### src/rtl/ipheader_parse_pkg.sv
// ipheader_parse_pkg: shared constants, state/error encodings and header screening for the Rx IP parser
package ipheader_parse_pkg;
  localparam logic [9:0]  IPHEAD_OFFSET = 10'd14;
  localparam logic [15:0] IPHEAD_LENGTH = 16'd20;
  localparam logic [15:0] MAX_IP_LEN    = 16'd1500;
  localparam int          RD_LAT        = 2;
  localparam logic [31:0] IP_ADDR       = 32'hC0A8_0002;
  localparam logic [7:0]  PROTO_ICMP    = 8'd1;
  localparam logic [7:0]  PROTO_UDP     = 8'd17;
  typedef enum logic [2:0] {ERR_OK, ERR_VER, ERR_FRAG, ERR_LEN, ERR_DEST, ERR_CSUM} err_e;
  typedef enum logic [2:0] {IDLE, ADDR, WAIT, CAP, CHECK, CHKSUM, VERIFY, END} state_e;
  // First failing check wins; DF and the reserved flag bit are ignored.
  function automatic err_e screen(logic [7:0] ver, logic [15:0] frag, logic [15:0] len, logic [31:0] dst);
    return ver != 8'h45 ? ERR_VER :
           |(frag & 16'h3FFF) ? ERR_FRAG :
           (len < IPHEAD_LENGTH || len > MAX_IP_LEN) ? ERR_LEN :
           (dst != IP_ADDR && dst != 32'hFFFF_FFFF) ? ERR_DEST : ERR_OK;
  endfunction
endpackage

### src/rtl/ipheader_parse_if.sv
// ipheader_parse_if: DPRAM port-B read bus plus the checksum engine request/response handshake
interface ipheader_parse_if;
  logic [9:0]  address_b;
  logic [7:0]  q_b;
  logic        out_to_chksum_RunStart;
  logic [15:0] out_to_chksum_len;
  logic [9:0]  out_to_chksum_start_addr;
  logic        in_from_chksum_RunEnd;
  logic [15:0] in_from_chksum_checksum;
  modport master (
    output address_b, out_to_chksum_RunStart, out_to_chksum_len, out_to_chksum_start_addr,
    input  q_b, in_from_chksum_RunEnd, in_from_chksum_checksum
  );
  modport slave (
    input  address_b, out_to_chksum_RunStart, out_to_chksum_len, out_to_chksum_start_addr,
    output q_b, in_from_chksum_RunEnd, in_from_chksum_checksum
  );
endinterface

### src/rtl/ipheader_parse_reader.sv
// ip_dpram_reader: walks the header bytes in DPRAM, timing the read latency and tracking the byte index
module ip_dpram_reader
  import ipheader_parse_pkg::*;
(
  input  logic       clk,
  input  logic       rst_n,
  input  logic       start,
  input  logic       wait_st,
  input  logic       cap,
  output logic [9:0] addr,
  output logic [4:0] idx,
  output logic       lat_done,
  output logic       last
);
  logic [3:0] lat;
  assign lat_done = lat == 4'(RD_LAT - 2);
  assign last = idx == 5'(IPHEAD_LENGTH - 16'd1);
  // Address is parked at 0 after the last byte so the checksum engine can own port B.
  always_ff @(posedge clk or negedge rst_n)
    if (!rst_n) begin
      addr <= '0;
      idx <= '0;
      lat <= '0;
    end else begin
      lat <= wait_st ? lat + 4'd1 : '0;
      if (start) begin
        idx <= '0;
        addr <= IPHEAD_OFFSET;
      end else if (cap) begin
        idx <= idx + 5'd1;
        addr <= last ? '0 : IPHEAD_OFFSET + 10'(idx) + 10'd1;
      end
    end
endmodule

### src/rtl/ipheader_parse.sv
// ipheader_parse: reads the received IPv4 header from DPRAM, screens it and verifies its checksum
module ipheader_parse
  import ipheader_parse_pkg::*;
(
  input  logic             iDm9000aClk,
  input  logic             iRunStart,
  ipheader_parse_if.master bus,
  output logic [15:0]      oIpLength,
  output logic [15:0]      oIpId,
  output logic [7:0]       oProtoId,
  output logic [31:0]      oIpSrc,
  output logic [31:0]      oIpDest,
  output logic             oIpValid,
  output logic [2:0]       oErrCode,
  output logic             oRunEnd
);
  state_e state, state_nx;
  logic [7:0] ver;
  logic [15:0] frag, sum;
  logic [9:0] rd_addr;
  logic [4:0] idx;
  logic lat_done, last;
  err_e err_chk;
  ip_dpram_reader u_rd (
    .clk(iDm9000aClk), .rst_n(iRunStart), .start(state == IDLE), .wait_st(state == WAIT),
    .cap(state == CAP), .addr(rd_addr), .idx(idx), .lat_done(lat_done), .last(last)
  );
  assign bus.address_b = rd_addr;
  assign err_chk = screen(ver, frag, oIpLength, oIpDest);
  always_ff @(posedge iDm9000aClk or negedge iRunStart)
    if (!iRunStart) state <= IDLE;
    else state <= state_nx;
  always_comb begin
    state_nx = state;
    case (state)
      IDLE:    state_nx = ADDR;
      ADDR:    state_nx = RD_LAT > 1 ? WAIT : CAP;
      WAIT:    state_nx = lat_done ? CAP : WAIT;
      CAP:     state_nx = last ? CHECK : ADDR;
      CHECK:   state_nx = err_chk == ERR_OK ? CHKSUM : END;
      CHKSUM:  state_nx = bus.in_from_chksum_RunEnd ? VERIFY : CHKSUM;
      default: state_nx = END;
    endcase
  end
  always_comb begin
    bus.out_to_chksum_RunStart = state == CHKSUM;
    bus.out_to_chksum_len = state == CHKSUM ? IPHEAD_LENGTH : '0;
    bus.out_to_chksum_start_addr = state == CHKSUM ? IPHEAD_OFFSET : '0;
    oRunEnd = state == END;
  end
  // Multi-byte fields arrive MSB first and are shifted in.
  always_ff @(posedge iDm9000aClk or negedge iRunStart)
    if (!iRunStart) begin
      ver <= '0;
      frag <= '0;
      sum <= '0;
      oIpLength <= '0;
      oIpId <= '0;
      oProtoId <= '0;
      oIpSrc <= '0;
      oIpDest <= '0;
      oIpValid <= 1'b0;
      oErrCode <= '0;
    end else begin
      if (state == CAP) begin
        if (idx == 5'd0) ver <= bus.q_b;
        if (idx inside {[5'd2:5'd3]}) oIpLength <= {oIpLength[7:0], bus.q_b};
        if (idx inside {[5'd4:5'd5]}) oIpId <= {oIpId[7:0], bus.q_b};
        if (idx inside {[5'd6:5'd7]}) frag <= {frag[7:0], bus.q_b};
        if (idx == 5'd9) oProtoId <= bus.q_b;
        if (idx inside {[5'd12:5'd15]}) oIpSrc <= {oIpSrc[23:0], bus.q_b};
        if (idx inside {[5'd16:5'd19]}) oIpDest <= {oIpDest[23:0], bus.q_b};
      end
      if (state == CHECK) oErrCode <= err_chk;
      if (state == CHKSUM && bus.in_from_chksum_RunEnd) sum <= bus.in_from_chksum_checksum;
      if (state == VERIFY) begin
        oIpValid <= sum == 16'hFFFF;
        oErrCode <= sum == 16'hFFFF ? ERR_OK : ERR_CSUM;
      end
    end
endmodule
### src/flat_wrapper.sv
// flat-port wrapper written by rule: the top's interface ports become plain ports
module ipheader_parse_flat import ipheader_parse_pkg::*;
  (iDm9000aClk, iRunStart, oIpLength, oIpId, oProtoId, oIpSrc, oIpDest, oIpValid, oErrCode, oRunEnd, bus_address_b, bus_out_to_chksum_RunStart, bus_out_to_chksum_len, bus_out_to_chksum_start_addr, bus_q_b, bus_in_from_chksum_RunEnd, bus_in_from_chksum_checksum);
  ipheader_parse_if bus_i ();
  input  logic iDm9000aClk;
  input  logic iRunStart;
  output logic [15:0] oIpLength;
  output logic [15:0] oIpId;
  output logic [7:0] oProtoId;
  output logic [31:0] oIpSrc;
  output logic [31:0] oIpDest;
  output logic oIpValid;
  output logic [2:0] oErrCode;
  output logic oRunEnd;
  output wire logic [$bits(bus_i.address_b)-1:0] bus_address_b;
  output wire logic [$bits(bus_i.out_to_chksum_RunStart)-1:0] bus_out_to_chksum_RunStart;
  output wire logic [$bits(bus_i.out_to_chksum_len)-1:0] bus_out_to_chksum_len;
  output wire logic [$bits(bus_i.out_to_chksum_start_addr)-1:0] bus_out_to_chksum_start_addr;
  input wire logic [$bits(bus_i.q_b)-1:0] bus_q_b;
  input wire logic [$bits(bus_i.in_from_chksum_RunEnd)-1:0] bus_in_from_chksum_RunEnd;
  input wire logic [$bits(bus_i.in_from_chksum_checksum)-1:0] bus_in_from_chksum_checksum;
  assign bus_address_b = bus_i.address_b;
  assign bus_out_to_chksum_RunStart = bus_i.out_to_chksum_RunStart;
  assign bus_out_to_chksum_len = bus_i.out_to_chksum_len;
  assign bus_out_to_chksum_start_addr = bus_i.out_to_chksum_start_addr;
  assign bus_i.q_b = bus_q_b;
  assign bus_i.in_from_chksum_RunEnd = bus_in_from_chksum_RunEnd;
  assign bus_i.in_from_chksum_checksum = bus_in_from_chksum_checksum;
  ipheader_parse u_core (.iDm9000aClk(iDm9000aClk), .iRunStart(iRunStart), .bus(bus_i), .oIpLength(oIpLength), .oIpId(oIpId), .oProtoId(oProtoId), .oIpSrc(oIpSrc), .oIpDest(oIpDest), .oIpValid(oIpValid), .oErrCode(oErrCode), .oRunEnd(oRunEnd));
endmodule
### config.mk
export PLATFORM = sky130hd
export DESIGN_NAME = ipheader_parse_flat
export DESIGN_NICKNAME = d
export VERILOG_FILES = /design/src/rtl/ipheader_parse_pkg.sv /design/src/rtl/ipheader_parse_if.sv /design/src/rtl/ipheader_parse_reader.sv /design/src/rtl/ipheader_parse.sv /design/src/flat_wrapper.sv
export SDC_FILE = /design/constraint.sdc
export NUM_CORES = 1
export LEC_CHECK = 0
export ABC_AREA = 1
export CAP_MARGIN = 0
export CORE_UTILIZATION = 50
export CTS_CLUSTER_SIZE = 25
export DETAILED_ROUTE_END_ITERATION = 10
export PLACE_DENSITY = 0.81
export SLEW_MARGIN = 40
export SYNTH_ARGS = -nofsm -noshare
export SYNTH_HDL_FRONTEND = slang
export SYNTH_SLANG_ARGS = --single-unit
### constraint.sdc
create_clock -name iDm9000aClk -period 2.2 [get_ports iDm9000aClk]
set_input_delay 0.22 -clock iDm9000aClk [delete_from_list [all_inputs] [get_ports iDm9000aClk]]
set_output_delay 0.22 -clock iDm9000aClk [all_outputs]
set_load 0.02 [all_outputs]
==> results.json, run 1 <==
{
  "die_h_um": 121,
  "synth_most_common_cell": "dfrtp_1",
  "wl_met3_um": 587,
  "wirelength_um": 16500,
  "worstPathArrival_ns": 2.33,
  "die-area_mm2": 0.0146,
  "reg2reg_depth": 7,
  "final_nets": 938,
  "ff2ff_setup_slack_ns": 0.18,
  "setup-violations-final": 0,
  "viasPerCell": 5.03,
  "drtIter0Drc": 464,
  "synthToLayoutAreaGrowth_pct": 32.3,
  "endpoint_kind": "register",
  "clkSlewWorstSetupHoldPaths_ns": 0.06,
  "fin_crit_ns": 2.02,
  "rsz0062_at_grt": "no",
  "yosysTopAreaCellShare_pct": 58.2,
  "yosys-top-cells-area": "dfrtp_1, nand2_1, nor2_1, inv_1, buf_4",
  "ys_ff_latch": 164,
  "crit_chain": "nand2_1, nor2_4, inv_2, nor3_4, nand3_2, nand2_1, o21ai_1",
  "crit_family": "simple AND/OR/NAND/NOR gates",
  "hp-class": "input pin to async pin",
  "drt-met1-wl_um": 7420,
  "clock.fmax_mhz": 495,
  "vias": 5520,
  "ys.flop_type": "dfrtp_1",
  "io_buffers": 147,
  "fillers": 1064,
  "antenna_found_initial": 0,
  "crit_required_ns": 2.51,
  "worst_slack_ns": 0.179,
  "netlist_instances": 745,
  "synth.distinct_cells": 33,
  "clockBufferDepth": 2,
  "path_buf_inv": 1,
  "htree_num_levels": 4,
  "cts_tree": "yes",
  "p_clk_share_pct": 43.2,
  "syn_avg_cell_area_um2": 9.46,
  "peakVddDrop_mv": 0.610,
  "pre_cts_slack_ns": 0.0795,
  "drive_gt1_share_pct": 9.16,
  "cp_max_fo": 16,
  "synth_common_cells": "dfrtp_1, nand2_1, nor2_1",
  "final_cells": 1097,
  "regArea_mm2": 0.00410,
  "drc": 0,
  "clockRootBuffer": "clkbuf_16",
  "cap_violations": 0,
  "synth-edff-count": 0,
  "track_usage_pct": 23.6,
  "cp_slowest_cell": "dfrtp_1",
  "io_pins": 173,
  "dr_wl_met2_um": 8190,
  "slew_headroom_pct": 47.1,
  "syn_area_mm2": 0.00705,
  "setup_tns_ns": 0,
  "tightest_slew_ns": 0.785,
  "slowest_delay_ns": 0.43,
  "yosysWarnings": 0,
  "pwr-share-seq_pct": 48.5,
  "top_layer_used": "met4",
  "numCtsBuffers": 17,
  "cts.sinks": 164,
  "grt_max_degree": 59,
  "status": "finished clean",
  "clk_latency_ns": 0.44,
  "start_util_pct": 51.0,
  "die_w_um": 121,
  "rr_startpoint": "u_core.state[0]",
  "fp-row-count": 43,
  "cp-start-kind": "register",
  "ys_seq_area_share_pct": 58.2,
  "hold_viol_final": 0,
  "multi_input_area_mm2": 0.00247,
  "dp_hpwl_um": 11100,
  "p_int_w": 0.00498,
  "slew_viol_final": 0,
  "p_comb_share_pct": 8.3,
  "netSwitchingPower_w": 0.00160,
  "worstSetupPathType": "register to register",
  "cts_setup_buffers": 0,
  "power_density_mw_per_mm2": 706,
  "first_pass_iters": 5,
  "rr_endpoint": "u_core.ver[1]",
  "grt-ovfl-total": 0,
  "post-route-period-util_pct": 91.9,
  "place_inst": 1062,
  "gp_congestion": 0.874,
  "yosysTopAreaCell": "dfrtp_1",
  "clock_skew_ns": 0.00812,
  "crit_top_cell": "nand2_1",
  "async_flop_share_pct": 100,
  "p_sw_share_pct": 24.4,
  "antenna_cells": 0,
  "antenna_violating_nets_post_route": 0,
  "coreArea_mm2": 0.0138,
  "grt_pass1_vias": 5132,
  "wl_per_cell_um": 15.0,
  "grt_pass1_wl_um": 26100,
  "p_leak_nw": 4.48
}
## state kept, by name, indices dropped and copies added, names as in the netlist, 8 cells and up
name	flops
u_core.oIpDest	32
u_core.ver	8
u_core.sum	16
u_core.oIpId	16
u_core.oIpLength	16
u_core.frag	14
u_core.oIpSrc	32
u_core.oProtoId	8
## area by class of cell
type | count | share of cell area [%]
sequential | 164 | 44.0
timing repair buffer | 169 | 18.2
clock inverter | 9 | 1.03
tap | 180 | 2.42
clock buffer | 23 | 5.02
multi-input combinational | 482 | 26.5
inverter | 70 | 2.82
## layout by cell type, fill, tap and decap left out, types with 2 or more instances in the layout
| master | count |
|---|---|
| nand3_1 | 18 |
| o21ai_1 | 45 |
| nor3_1 | 10 |
| nand4_2 | 2 |
| clkbuf_1 | 4 |
| nand4_1 | 8 |
| mux2_1 | 14 |
| nor2_1 | 90 |
| buf_4 | 18 |
| nand3_2 | 4 |
| clkinv_4 | 2 |
| o211ai_1 | 3 |
| clkbuf_16 | 17 |
| nand2_1 | 141 |
| xnor2_1 | 2 |
| dlymetal6s2s_1 | 6 |
| conb_1 | 25 |
| clkinvlp_4 | 2 |
| ha_1 | 7 |
| inv_1 | 68 |
| o21ai_0 | 43 |
| dfrtp_1 | 164 |
| clkdlybuf4s50_1 | 140 |
| inv_6 | 2 |
| a21oi_1 | 37 |
| mux2_2 | 20 |
| clkbuf_8 | 2 |
| buf_12 | 3 |
## per-stage QoR
| step | utilization (%) | power, W | hold slack [ns] | instance area, um2 |
|---|---|---|---|---|
| after global routing | 67.4 | 0.00680 | 0.276 | 9320 |
| after global placement | 62.9 | 0.00378 | 0.137 | 8690 |
| final | 67.4 | 0.00658 | 0.240 | 9320 |
| after detailed placement | 62.9 | 0.00380 | 0.140 | 8690 |
| after floorplan | - | 0.00350 | -0.0756 | 7140 |
| after CTS | 67.1 | 0.00662 | 0.246 | 9270 |
## cell families (layout without fill, tap and decap cells)
logic type      after synthesis  in the layout  share of synthesized area, %
compound gates              133            133                          9.68
xor+xnor                      3              3                         0.373
fa+ha+maj                     7              7                          1.24
buf+inv                     125            271                          8.63
flops                       164            164                          58.2
mux                          34             34                          5.43
other cells                   1             25                        0.0532
simple gates                278            280                          16.4
## repair_timing
| item | in CTS | in global routing |
|---|---|---|
| hold buffers | 1 | 0 |
| gates resized for setup | 1 | 10 |
| cloned | 0 | 2 |
| hold endpoints to repair | 29 | 0 |
| pin swaps | 0 | 1 |
| setup endpoints to repair | 6 | 34 |
## power by group through the flow
stage / clock, W / sequential [W] / combinational, W
floorplan: 0 / 0.00332 / 0.000176
global placement: 0 / 0.00324 / 0.000544
detailed placement: 0 / 0.00324 / 0.000553
CTS: 0.00287 / 0.00319 / 0.000557
global route: 0.00301 / 0.00320 / 0.000596
finish: 0.00284 / 0.00319 / 0.000547
## how the worst max path moves through the flow
stage	startpoint	endpoint	slack, ns	cells past startpoint
5_1_grt	u_core.u_rd.idx[1]	u_core.oProtoId[6]	0.02	7
6_report	u_core.state[0]	u_core.ver[1]	0.18	7
3_5_place_dp	u_core.u_rd.idx[1]	u_core.oIpSrc[18]	0.08	10
2_1_floorplan	u_core.state[1]	u_core.sum[13]	0.38	6
4_1_cts	u_core.state[1]	bus_out_to_chksum_start_addr[2]	0.03	4
3_3_place_gp	u_core.u_rd.idx[0]	u_core.oIpSrc[18]	0.15	10
## routing by layer
metal,GRT usage (%),vias to the layer above
li1,-,2691
met1,30.9,2657
met2,39.0,150
met3,4.15,22
met4,9.65,0
met5,0,-
(Power assumes the default switching activity.)
==> inputs of run 2 (changes only) <==
--- a/config.mk
+++ b/config.mk
@@ -7,6 +7,7 @@
 export LEC_CHECK = 0
 export ABC_AREA = 1
 export CAP_MARGIN = 0
+export CORE_MARGIN = 2
 export CORE_UTILIZATION = 50
 export CTS_CLUSTER_SIZE = 25
 export DETAILED_ROUTE_END_ITERATION = 10
==> run 2 against run 1 <==
Effect of this change:
- combinational power hardly changed
- cell count shrank 0.27%
- worst hold slack better by 0.14 ns
- cell area grew 0.16%
- maximum frequency is 0.55% lower
- clock skew rose by 0.0049 ns
- first-iteration DRC count fell by 19%
- sequential power about the same
- critical endpoint is now u_core.oIpDest[3]
- largest cell class unchanged
==> results.json, run 2 (synthesized netlist as in run 1, its figures left out) <==
{
  "clockBufferDepth": 2,
  "clk_latency_ns": 0.42,
  "fp-row-count": 43,
  "status": "finished clean",
  "wl_per_cell_um": 14.8,
  "fillers": 1054,
  "clockRootBuffer": "clkbuf_16",
  "io_buffers": 147,
  "gp_congestion": 0.867,
  "track_usage_pct": 22.4,
  "grt.busiest_layer": "met2",
  "die_w_um": 123,
  "cp-start-kind": "register",
  "clock.fmax_mhz": 492,
  "hold_viol_final": 0,
  "antenna_violating_nets_post_route": 0,
  "setup-violations-final": 0,
  "viasPerCell": 4.99,
  "clkSlewWorstSetupHoldPaths_ns": 0.06,
  "cts.sinks": 164,
  "grt_pass1_vias": 5117,
  "post-route-period-util_pct": 92.4,
  "slew_headroom_pct": 58.1,
  "cts_setup_buffers": 0,
  "gr-usage-met1_pct": 29.3,
  "worstSetupPathType": "register to register",
  "die-area_mm2": 0.0151,
  "start_util_pct": 51.0,
  "die_h_um": 123,
  "htree_num_levels": 4,
  "endpoint_kind": "register",
  "grt_max_degree": 69,
  "coreArea_mm2": 0.0138,
  "grt_use_met3_pct": 4.97,
  "final_common_cell": "dfrtp_1",
  "reg_top3": "u_core.oIpDest (32), u_core.oIpSrc (32)",
  "cts_tree": "yes",
  "whs_ns": 0.376,
  "dp_hpwl_um": 11300,
  "numCtsBuffers": 17,
  "grt_pass1_wl_um": 25800,
  "p_leak_nw": 4.50,
  "worstPathArrival_ns": 2.31,
  "peakVddDrop_mv": 0.482,
  "drtIter0Drc": 378,
  "clock_skew_ns": 0.0130,
  "slew_viol_final": 0,
  "first_pass_iters": 5,
  "vias": 5456,
  "hp-class": "input pin to register",
  "layout_common_cells": "dfrtp_1, nand2_1, clkdlybuf4s50_1",
  "antenna_cells": 0,
  "fin_crit_ns": 2.03,
  "met2_usage_pct": 36.8,
  "synthToLayoutAreaGrowth_pct": 32.5,
  "cap_violations": 0,
  "wirelength_um": 16200,
  "drive_gt1_share_pct": 8.97,
  "drc": 0,
  "grt-ovfl-total": 0,
  "final_cells": 1094,
  "power_density_mw_per_mm2": 714,
  "antenna_found_initial": 0,
  "tightest_slew_ns": 0.628,
  "io_pins": 173,
  "crit_required_ns": 2.48,
  "place_inst": 1062,
  "ff2ff_setup_slack_ns": 0.17,
  "final_nets": 936,
  "cp_max_fo": 16
}
==> run 2: area by class of cell <==
class	instances	area [um2]	share of cell area (%)
Clock buffer	24	502	5.37
Inverter	70	265	2.84
Tap cell	180	225	2.41
Multi-Input combinational cell	480	2450	26.2
Clock inverter	7	95.1	1.02
Sequential cell	164	4100	44.0
Timing Repair Buffer	169	1700	18.2
==> run 2: repair_timing <==
| item | CTS | global route |
|---|---|---|
| endpoints found under the hold margin | 65 | 0 |
| gates resized for setup | 1 | 10 |
| endpoints found under the setup margin | 6 | 42 |
| pin swaps | 0 | 1 |
| hold buffers | 1 | 0 |
==> run 2: final timing paths <==
kind / startpoint / to / cells after the start
worst max-delay path: u_core.state[0] / u_core.oIpDest[3] / 6
worst min-delay path: bus_in_from_chksum_checksum[14] / u_core.sum[14] / 3
worst max register to register: u_core.state[0] / u_core.oIpDest[3] / 6
worst min register to register: u_core.oProtoId[4] / u_core.oProtoId[4] / 2
max in group asynchronous: iRunStart / u_core.oErrCode[2] / 3
min in group asynchronous: iRunStart / u_core.oIpId[12] / 2
==> run 2: per-layer routing <==
layer	routed length [um]	up-vias
met5	0	-
met4	219	0
met3	616	13
met2	8310	134
met1	7090	2630
li1	-	2679
==> run 2: per-stage QoR <==
step,utilization (%),worst slack [ns],setup TNS [ns],cell area (um2),total power [W]
floorplan,-,0.380,0,7140,0.00350
global placement,62.9,0.140,0,8690,0.00378
detailed placement,62.9,0.0749,0,8690,0.00379
CTS,67.3,0.0264,0,9300,0.00673
global route,67.5,-0.00850,-0.0146,9340,0.00692
finish,67.5,0.167,0,9340,0.00666
==> run 2: worst max-delay path, cell delays in order, from the launching register on <==
cell and delay [ns]:
dfrtp_1 0.42, nand2_1 0.16, nor2_4 0.36, nand3_2 0.44, buf_4 0.33, nand2_1 0.08, o21ai_0 0.10
==> run 2: report_power, final <==
part           leakage [nW]  switching, W  internal, W
sequential             1.95     0.0000771      0.00311
clock                 0.293       0.00111      0.00182
combinational          2.26      0.000316     0.000229
==> inputs of run 3 (changes only) <==
--- a/config.mk
+++ b/config.mk
@@ -16,3 +16,4 @@
 export SYNTH_ARGS = -nofsm -noshare
 export SYNTH_HDL_FRONTEND = slang
 export SYNTH_SLANG_ARGS = --single-unit
+export TNS_END_PERCENT = 1
==> run 3 against run 2 <==
Effect of this change:
- maximum frequency fell by 1.6%
- via count rose by 0.48%
- total power barely moved
- global-route usage did not move
- largest power group unchanged
==> results.json, run 3 (synthesized netlist as in run 1, its figures left out) <==
{
  "slowest_delay_ns": 0.43,
  "cap_violations": 0,
  "cp-start-kind": "register",
  "io_buffers": 147,
  "hp-class": "input pin to register",
  "crit_top_cell": "nand2_1",
  "reg_top3": "u_core.oIpDest (32), u_core.oIpSrc (32)",
  "hold_viol_final": 0,
  "start_util_pct": 51.0,
  "antenna_cells": 0,
  "rr_startpoint": "u_core.state[0]",
  "numCtsBuffers": 17,
  "final_common_cell": "dfrtp_1",
  "crit_end": "u_core.oIpLength[15]",
  "grt_max_degree": 69,
  "power_density_mw_per_mm2": 714,
  "rr_endpoint": "u_core.oIpLength[15]",
  "p_sw_share_pct": 22.6,
  "fin_crit_ns": 2.07,
  "drtIter0Drc": 384,
  "wl_per_cell_um": 14.8,
  "track_usage_pct": 22.4,
  "netSwitchingPower_w": 0.00150,
  "die-area_mm2": 0.0151,
  "cts_tree": "yes",
  "grt_pass1_vias": 5117,
  "antenna_found_initial": 0,
  "io_pins": 173,
  "slew_headroom_pct": 58.1,
  "clock_skew_ns": 0.00784,
  "cp_max_fo": 32,
  "gp_congestion": 0.867,
  "tightest_slew_ns": 0.628,
  "antenna_violating_nets_post_route": 0,
  "vias": 5482,
  "clkSlewWorstSetupHoldPaths_ns": 0.06,
  "dp_hpwl_um": 11300,
  "viasPerCell": 5.01,
  "worstSetupPathType": "register to register",
  "p_leak_nw": 4.50,
  "pwr-share-seq_pct": 47.9,
  "final_nets": 936,
  "die_h_um": 123,
  "fp-row-count": 43,
  "place_inst": 1062,
  "reg2reg_depth": 8,
  "synthToLayoutAreaGrowth_pct": 32.5,
  "clockRootBuffer": "clkbuf_16",
  "worst_slack_ns": 0.134,
  "clockBufferDepth": 2,
  "coreArea_mm2": 0.0138,
  "die_w_um": 123,
  "drc": 0,
  "post-route-period-util_pct": 93.9,
  "p_clk_share_pct": 43.9,
  "layout_common_cells": "dfrtp_1, nand2_1, clkdlybuf4s50_1",
  "cts.sinks": 164,
  "final_cells": 1094,
  "drive_gt1_share_pct": 8.97,
  "ff2ff_setup_slack_ns": 0.13,
  "slew_viol_final": 0,
  "worstPathArrival_ns": 2.35,
  "setup-violations-final": 0,
  "htree_num_levels": 4,
  "rsz0062_at_grt": "yes",
  "wirelength_um": 16200,
  "cts_setup_buffers": 0,
  "clock.fmax_mhz": 484,
  "clk_latency_ns": 0.41,
  "p_int_w": 0.00516,
  "first_pass_iters": 5,
  "cp_slowest_cell": "dfrtp_1",
  "hold_start": "bus_in_from_chksum_checksum[14]",
  "endpoint_kind": "register",
  "startpoint": "u_core.state[0]",
  "status": "finished clean",
  "crit_chain": "nand2_1, nor2_4, inv_2, nor3_4, nand4_2, buf_4, nand2_1, o21ai_1",
  "pre_cts_slack_ns": 0.0749,
  "grt_pass1_wl_um": 25800,
  "crit_required_ns": 2.48,
  "grt-ovfl-total": 0,
  "p_comb_share_pct": 8.2,
  "peakVddDrop_mv": 0.480
}
-- run 3: layer usage --
metal,global-route usage [%],up-vias,routed length (um)
li1,-,2677,-
met3,4.97,13,706
met4,7.90,0,221
met1,29.3,2639,6960
met5,0,-,0
met2,36.8,153,8310
-- run 3: metrics by stage --
stage	utilization (%)	hold WS, ns	total power, W	area, um2	setup TNS (ns)
floorplan	-	-0.0756	0.00350	7140	0
global placement	62.9	0.265	0.00378	8690	0
detailed placement	62.9	0.263	0.00379	8690	0
CTS	67.3	0.365	0.00673	9300	0
global route	67.5	0.377	0.00692	9340	-0.128
finish	67.5	0.382	0.00666	9340	0
-- run 3: power groups by stage --
| stage | combinational [W] | clock, W | sequential [W] |
|---|---|---|---|
| floorplan | 0.000176 | 0 | 0.00332 |
| global placement | 0.000540 | 0 | 0.00324 |
| detailed placement | 0.000548 | 0 | 0.00324 |
| CTS | 0.000554 | 0.00299 | 0.00319 |
| global route | 0.000592 | 0.00313 | 0.00320 |
| finish | 0.000545 | 0.00293 | 0.00319 |
-- run 3: worst min-delay path by stage --
stage                        to  depth (start not counted)  slack [ns]
2_1_floorplan    u_core.frag[0]                          0       -0.08
3_3_place_gp   u_core.oIpId[12]                          1        0.27
3_5_place_dp   u_core.oIpId[12]                          1        0.26
4_1_cts          u_core.sum[14]                          3        0.37
5_1_grt           u_core.sum[7]                          3        0.38
6_report         u_core.sum[14]                          3        0.38
-- run 3: critical path: cells and delay by family (launching register included) --
kind                   cells  cell delay (ns)
AOI/OAI and AO/OA          1             0.07
DFF                        1             0.43
buffers and inverters      2             0.46
and+or+nand+nor            5             0.99
-- run 3: cell type report --
| class | count | area, um2 |
|---|---|---|
| clock buffer | 24 | 502 |
| clock inverter | 7 | 95.1 |
| fill | 1054 | 4490 |
| inverter | 70 | 263 |
| multi-input combinational | 480 | 2450 |
| sequential | 164 | 4100 |
| tap | 180 | 225 |
| timing repair buffer | 169 | 1700 |
-- run 3: what timing repair did --
item	in CTS	in global routing
pin swaps	0	1
resized for setup	1	9
endpoints found under the hold margin	65	0
hold buffers	1	0
endpoints found under the setup margin	6	42
gates cloned	0	0
